[src/rtl/alu_seq_pkg.sv]
// Shared types for the sequenced accumulator ALU: opcodes, FSM states, ALU modes.
package alu_seq_pkg;

  typedef enum logic [2:0] {
    OP_LOAD = 3'b000,
    OP_HADD = 3'b001,
    OP_SUB  = 3'b010,
    OP_SHR  = 3'b011,
    OP_SHL  = 3'b100,
    OP_CLR  = 3'b101,
    OP_NOP  = 3'b110,
    OP_NOP2 = 3'b111
  } op_e;

  typedef enum logic [1:0] {
    IDLE = 2'b00,
    EXEC = 2'b01,
    DONE = 2'b10
  } state_e;

  localparam logic [1:0] MODE_HADD = 2'b00;
  localparam logic [1:0] MODE_SUB  = 2'b01;
  localparam logic [1:0] MODE_SHR  = 2'b10;
  localparam logic [1:0] MODE_SHL  = 2'b11;

  // Non-ALU opcodes map to HADD; their result is never selected.
  function automatic logic [1:0] op_to_mode(input op_e op);
    case (op)
      OP_HADD: return MODE_HADD;
      OP_SUB:  return MODE_SUB;
      OP_SHR:  return MODE_SHR;
      OP_SHL:  return MODE_SHL;
      default: return MODE_HADD;
    endcase
  endfunction

  // Only the shifts honour a repeat count.
  function automatic logic op_has_cnt(input op_e op);
    return (op == OP_SHR) || (op == OP_SHL);
  endfunction

endpackage

[src/rtl/alu_seq_alu.sv]
// Combinational 8-bit ALU: half-add, subtract, logical shift right/left.
module alu_seq_alu
  import alu_seq_pkg::*;
(
  input  logic [7:0] a,
  input  logic [7:0] b,
  input  logic [1:0] mode,
  output logic [7:0] y
);

  // Result select; all arithmetic wraps mod 256.
  always_comb begin
    y = a;
    case (mode)
      MODE_HADD: y = {1'b0, a[7:1]} + b;
      MODE_SUB:  y = a - b;
      MODE_SHR:  y = {1'b0, a[7:1]};
      MODE_SHL:  y = {a[6:0], 1'b0};
      default:   y = a;
    endcase
  end

endmodule

[src/rtl/alu_seq.sv]
// Sequenced accumulator ALU: accepts one command, iterates it cnt+1 times, pulses done.
// Optional sticky overflow flag is compiled in only when ALU_SEQ_OVF_EN is defined.
module alu_seq
  import alu_seq_pkg::*;
(
  input  logic       clk,
  input  logic       rst_n,
  input  logic       cmd_vld,
  output logic       cmd_rdy,
  input  logic [2:0] cmd_op,
  input  logic [7:0] cmd_data,
  input  logic [2:0] cmd_cnt,
  output logic [7:0] acc,
  output logic       busy,
  output logic       done,
  output logic       ovf
);

  state_e     state_r;
  state_e     state_nxt_s;
  op_e        op_r;
  logic [7:0] data_r;
  logic [2:0] cnt_r;
  logic [7:0] acc_r;
  logic [7:0] acc_nxt_s;
  logic [7:0] alu_y_s;
  logic [1:0] mode_s;
  logic       accept_s;
  logic       last_s;
  logic       rdy_s;
  logic       busy_s;
  logic       done_s;

  assign accept_s = cmd_vld && rdy_s;
  assign last_s   = (cnt_r == 3'd0);
  assign mode_s   = op_to_mode(op_r);

  alu_seq_alu u_alu (
    .a    (acc_r),
    .b    (data_r),
    .mode (mode_s),
    .y    (alu_y_s)
  );

  // FSM state register
  always_ff @(posedge clk or negedge rst_n) begin
    if (!rst_n) state_r <= IDLE;
    else        state_r <= state_nxt_s;
  end

  // FSM next-state logic
  always_comb begin
    state_nxt_s = state_r;
    case (state_r)
      IDLE: begin
        if (accept_s) state_nxt_s = EXEC;
        else          state_nxt_s = IDLE;
      end
      EXEC: begin
        if (last_s) state_nxt_s = DONE;
        else        state_nxt_s = EXEC;
      end
      DONE:    state_nxt_s = IDLE;
      default: state_nxt_s = IDLE;
    endcase
  end

  // FSM output decode, purely from the state register
  always_comb begin
    rdy_s  = 1'b0;
    busy_s = 1'b0;
    done_s = 1'b0;
    case (state_r)
      IDLE:    rdy_s = 1'b1;
      EXEC:    busy_s = 1'b1;
      DONE: begin
        busy_s = 1'b1;
        done_s = 1'b1;
      end
      default: rdy_s = 1'b0;
    endcase
  end

  // Accumulator next value: ALU ops take the ALU, others bypass it
  always_comb begin
    acc_nxt_s = acc_r;
    case (op_r)
      OP_LOAD: acc_nxt_s = data_r;
      OP_CLR:  acc_nxt_s = 8'h00;
      OP_HADD, OP_SUB, OP_SHR, OP_SHL: acc_nxt_s = alu_y_s;
      default: acc_nxt_s = acc_r;
    endcase
  end

  // Command latch and accumulator; count is forced to 0 for non-shift ops
  always_ff @(posedge clk or negedge rst_n) begin
    if (!rst_n) begin
      acc_r  <= 8'h00;
      op_r   <= OP_LOAD;
      data_r <= 8'h00;
      cnt_r  <= 3'd0;
    end else if (accept_s) begin
      op_r   <= op_e'(cmd_op);
      data_r <= cmd_data;
      cnt_r  <= op_has_cnt(op_e'(cmd_op)) ? cmd_cnt : 3'd0;
    end else if (state_r == EXEC) begin
      acc_r <= acc_nxt_s;
      if (!last_s) cnt_r <= cnt_r - 3'd1;
    end
  end

`ifdef ALU_SEQ_OVF_EN
  logic       ovf_r;
  logic       ovf_set_s;
  logic       ovf_clr_s;
  logic [8:0] hsum_s;

  assign hsum_s = {2'b00, acc_r[7:1]} + {1'b0, data_r};

  // Overflow set/clear conditions for the op in flight
  always_comb begin
    ovf_set_s = 1'b0;
    ovf_clr_s = 1'b0;
    case (op_r)
      OP_HADD: ovf_set_s = hsum_s[8];
      OP_SUB:  ovf_set_s = (acc_r < data_r);
      OP_SHL:  ovf_set_s = acc_r[7];
      OP_LOAD, OP_CLR: ovf_clr_s = 1'b1;
      default: ovf_set_s = 1'b0;
    endcase
  end

  // Sticky overflow flag, updated only on EXEC write edges
  always_ff @(posedge clk or negedge rst_n) begin
    if (!rst_n) begin
      ovf_r <= 1'b0;
    end else if (state_r == EXEC) begin
      if (ovf_clr_s)      ovf_r <= 1'b0;
      else if (ovf_set_s) ovf_r <= 1'b1;
    end
  end

  assign ovf = ovf_r;
`else
  assign ovf = 1'b0;
`endif

  assign acc     = acc_r;
  assign cmd_rdy = rdy_s;
  assign busy    = busy_s;
  assign done    = done_s;

endmodule
[config.mk]
export PLATFORM = sky130hd
export DESIGN_NAME = alu_seq
export DESIGN_NICKNAME = d
export VERILOG_FILES = /design/src/rtl/alu_seq_pkg.sv /design/src/rtl/alu_seq_alu.sv /design/src/rtl/alu_seq.sv
export SDC_FILE = /design/constraint.sdc
export NUM_CORES = 1
export LEC_CHECK = 0
export CAP_MARGIN = 10
export CORE_MARGIN = 2
export CORE_UTILIZATION = 50
export CTS_BUF_LIST = sky130_fd_sc_hd__clkbuf_16
export DETAILED_ROUTE_END_ITERATION = 8
export MAX_ROUTING_LAYER = met4
export PLACE_DENSITY = 0.77
export SYNTH_ARGS = -nofsm -noshare
export SYNTH_HDL_FRONTEND = slang
export SYNTH_SLANG_ARGS = --single-unit
[constraint.sdc]
create_clock -name clk -period 1.9 [get_ports clk]
set_clock_uncertainty 0.05 [all_clocks]
set_input_delay 0.19 -clock clk [delete_from_list [all_inputs] [get_ports clk]]
set_output_delay 0.19 -clock clk [all_outputs]
set_load 0.03 [all_outputs]
==> run_results.csv <==
group,metric,value,unit
floorplan,fp-row-count,23,
setup_path,rr_worst_depth,9,
sta,drv_slew,0,
setup_path,required,1.99,ns
floorplan,fp.dieW,68.34,um
route,detail-route-antenna-nets,0,
hold_path,hold_path.class,"in -> async",
sta,setup_slack,-0.1301,ns
setup_path,reg2reg_slack,-0.13,ns
synth,synthTopCellsByCount,"25 x a21oi_1, 24 x dfrtp_1, 19 x ha_1, 19 x nand2_1",
synth,ys_ff_latch,24,
synth,synth_nets,269,
finish,final_nets,326,
sta,rsz0062_at_grt,"true",
setup_path,end_kind,"flop",
clock_network,cts_root_buffer,"clkbuf_16",
sta,final_hold_viol_count,0,
finish,drive_above_1_share,33.45,%
route,drc,0,
setup_path,regToRegStartpoint,"acc[1]$_DFFE_PN0P_",
status,status,"finished with violations",
route,wl,5.106,mm
sta,finalSetupViolations,3,
route,vias,1842,
global_route,overflow,0,
clock_network,cts_tree,"yes",
synth,synth_area_leaders,"dfrtp_1 29%, ha_1 11%, mux2_2 6.5%",
floorplan,start_util,51.74,%
sta,max_freq,492.6,MHz
route,drt_first_iter_violations,76,
clock_network,cts_made_buffers,3,
synth,yosys.area.top_type,"dfrtp_1",
placement,gp_congestion,0.9075,
floorplan,die_area,4670,um2
synth,synthesis.area,2069,um2
clock_network,clk_latency,0.26,ns
run,cap_violations,0,
setup_path,worstPathCellList,"ha_4 > inv_2 > fa_2 > nand2b_4 > a21oi_2 > and2_4 > or4_1 > a21oi_2 > o31ai_1",
clock_network,clock_sinks,24,
placement,port_buffers,27,
sta,fin_crit,2.030,ns
placement,dp_hpwl,3.763,mm
synth,synth-edff-count,0,
sta,final.period_utilization,106.8,%
floorplan,pin_count,29,
synth,postSynthAreaPerCell,8.959,um2
setup_path,cp_max_fo,4,
finish,area_growth,37.12,%
floorplan,die-height,68.34,um
global_route,grt_max_degree,25,
floorplan,core,4000,um2
clock_network,clk_pin_slew,0.06,ns
global_route,antenna_found_initial,0,
route,firstDrtPassIters,4,
finish,final_util,70.94,%
route,vias_per_cell,5.466,
synth,synth.most_common_cell,"a21oi_1",
global_route,grt_pass1_wl,8.128,mm
synth,synthFlopType,"dfrtp_1",
synth,synth-seq-area-share,29.02,%
synth,synth_top_cell_area_share,29.02,%
status,violations,"negative setup slack",
setup_path,path_buf_inv,1,
setup_path,criticalPathCategory,"reg -> reg",
clock_network,htreeDepth,1,
setup_path,path_depth,9,
synth,async_reset_ff_share,100.0,%
placement,dpl.cell_count,327,
setup_path,rr_endpoint,"acc[6]$_DFFE_PN0P_",
setup_path,slowest_delay,0.45,ns
synth,postSynthCellCount,231,
setup_path,critPathLaunchType,"flop",
route,wl_per_cell,15.15,um
global_route,grt_pass1_vias,1778,
finish,antenna_cells,0,
setup_path,slowest_stage,"dfrtp_2",
finish,finalNonFillerCells,337,
global_route,grt_usage,23.91,%
sta,setup-tns-final,-0.1946,ns
clock_network,cts_max_path_buffers,2,
synth,ys_types,49,
synth,ys_warn_count,0,
setup_path,crit_top_cell,"a21oi_2",
clock_network,cts_hold_buf,0,
setup_path,path_delay_family,"simple AND/OR/NAND/NOR gates",
setup_path,cp.arrival,2.12,ns
area by class of cell:
class,count,area [um2]
fillers,327,1162
clock inverters,1,3.754
repair buffers,60,521.8
inverters,20,75.07
multi-input cells,179,1490
clock buffers,3,75.07
flip-flops and latches,24,609.3
well taps,50,62.56
state kept, by name, indices dropped and copies added (netlist names):
register,flops
acc,8
data_r,8
cnt_r,3
op_r,3
state_r,2
cell families (layout without fill, tap and decap cells):
group           after synthesis  in the layout  share of synthesized area [%]
compound gates               69             69                          22.01
simple gates                 61             61                          15.18
buf+inv                      28             84                          7.013
flops                        24             24                          29.02
fa+ha+maj                    21             21                          13.42
mux                          17             17                          8.948
xor+xnor                     10             10                          4.232
other cells                   1              1                         0.1812
worst register-to-register path, stage by stage (launching register included):
cell      delay [ns]
dfrtp_2         0.45
ha_4            0.18
inv_2           0.05
fa_2            0.22
nand2b_4        0.13
a21oi_2         0.05
and2_4          0.16
or4_1           0.41
a21oi_2         0.12
o31ai_1         0.08
worst max path at each step:
stage | start | end | slack (ns)
after floorplan | acc[1]$_DFFE_PN0P_ | acc[4]$_DFFE_PN0P_ | -0.11
after global placement | acc[0]$_DFFE_PN0P_ | acc[6]$_DFFE_PN0P_ | -0.11
after detailed placement | acc[0]$_DFFE_PN0P_ | acc[6]$_DFFE_PN0P_ | -0.16
after CTS | acc[0]$_DFFE_PN0P_ | acc[6]$_DFFE_PN0P_ | -0.14
after global routing | acc[1]$_DFFE_PN0P_ | acc[6]$_DFFE_PN0P_ | -0.19
final | acc[1]$_DFFE_PN0P_ | acc[6]$_DFFE_PN0P_ | -0.13
per-stage QoR:
step | hold WS (ns) | setup WS [ns] | instance area (um2)
3_5_place_dp | 0.5267 | -0.1556 | 2571
4_1_cts | 0.2494 | -0.1370 | 2728
2_1_floorplan | -0.1556 | -0.1105 | 2106
6_report | 0.2336 | -0.1301 | 2838
5_1_grt | 0.2611 | -0.1942 | 2838
3_3_place_gp | 0.5115 | -0.1150 | 2571
layer usage:
layer	global-route usage, %	share of wire, %	vias to the layer above
li1	-	-	931
met1	31.42	47	859
met2	40.17	49	45
met3	2.467	3.3	7
met4	4.750	0.71	0
met5	-	0	-
placed cells by master, fill, tap and decap left out, drive strengths merged, types with 2 or more instances in the layout:
cell            n
a211oi          2
a21oi          27
a22o            4
a22oi           5
buf            33
clkbuf          3
clkdlybuf4s50  27
dfrtp          24
fa              2
ha             19
inv            21
mux2           12
mux2i           5
nand2          19
nand2b          9
nand3           4
nor2           18
nor3b           2
o21ai          15
o21bai          2
o221ai          2
o22a            2
o31ai           2
o32ai           3
or3             2
xnor2           6
xor2            4
what timing repair did:
action / in CTS / in global routing
pin swaps: 17 / 15
gates resized for setup: 14 / 18
setup buffers: 3 / 3
setup endpoints to repair: 5 / 6
endpoints found under the hold margin: 0 / 0
Power is left out: the tool's default activity adds up to more than one toggle a clock period on the data nets, which glitch-free logic cannot reach.
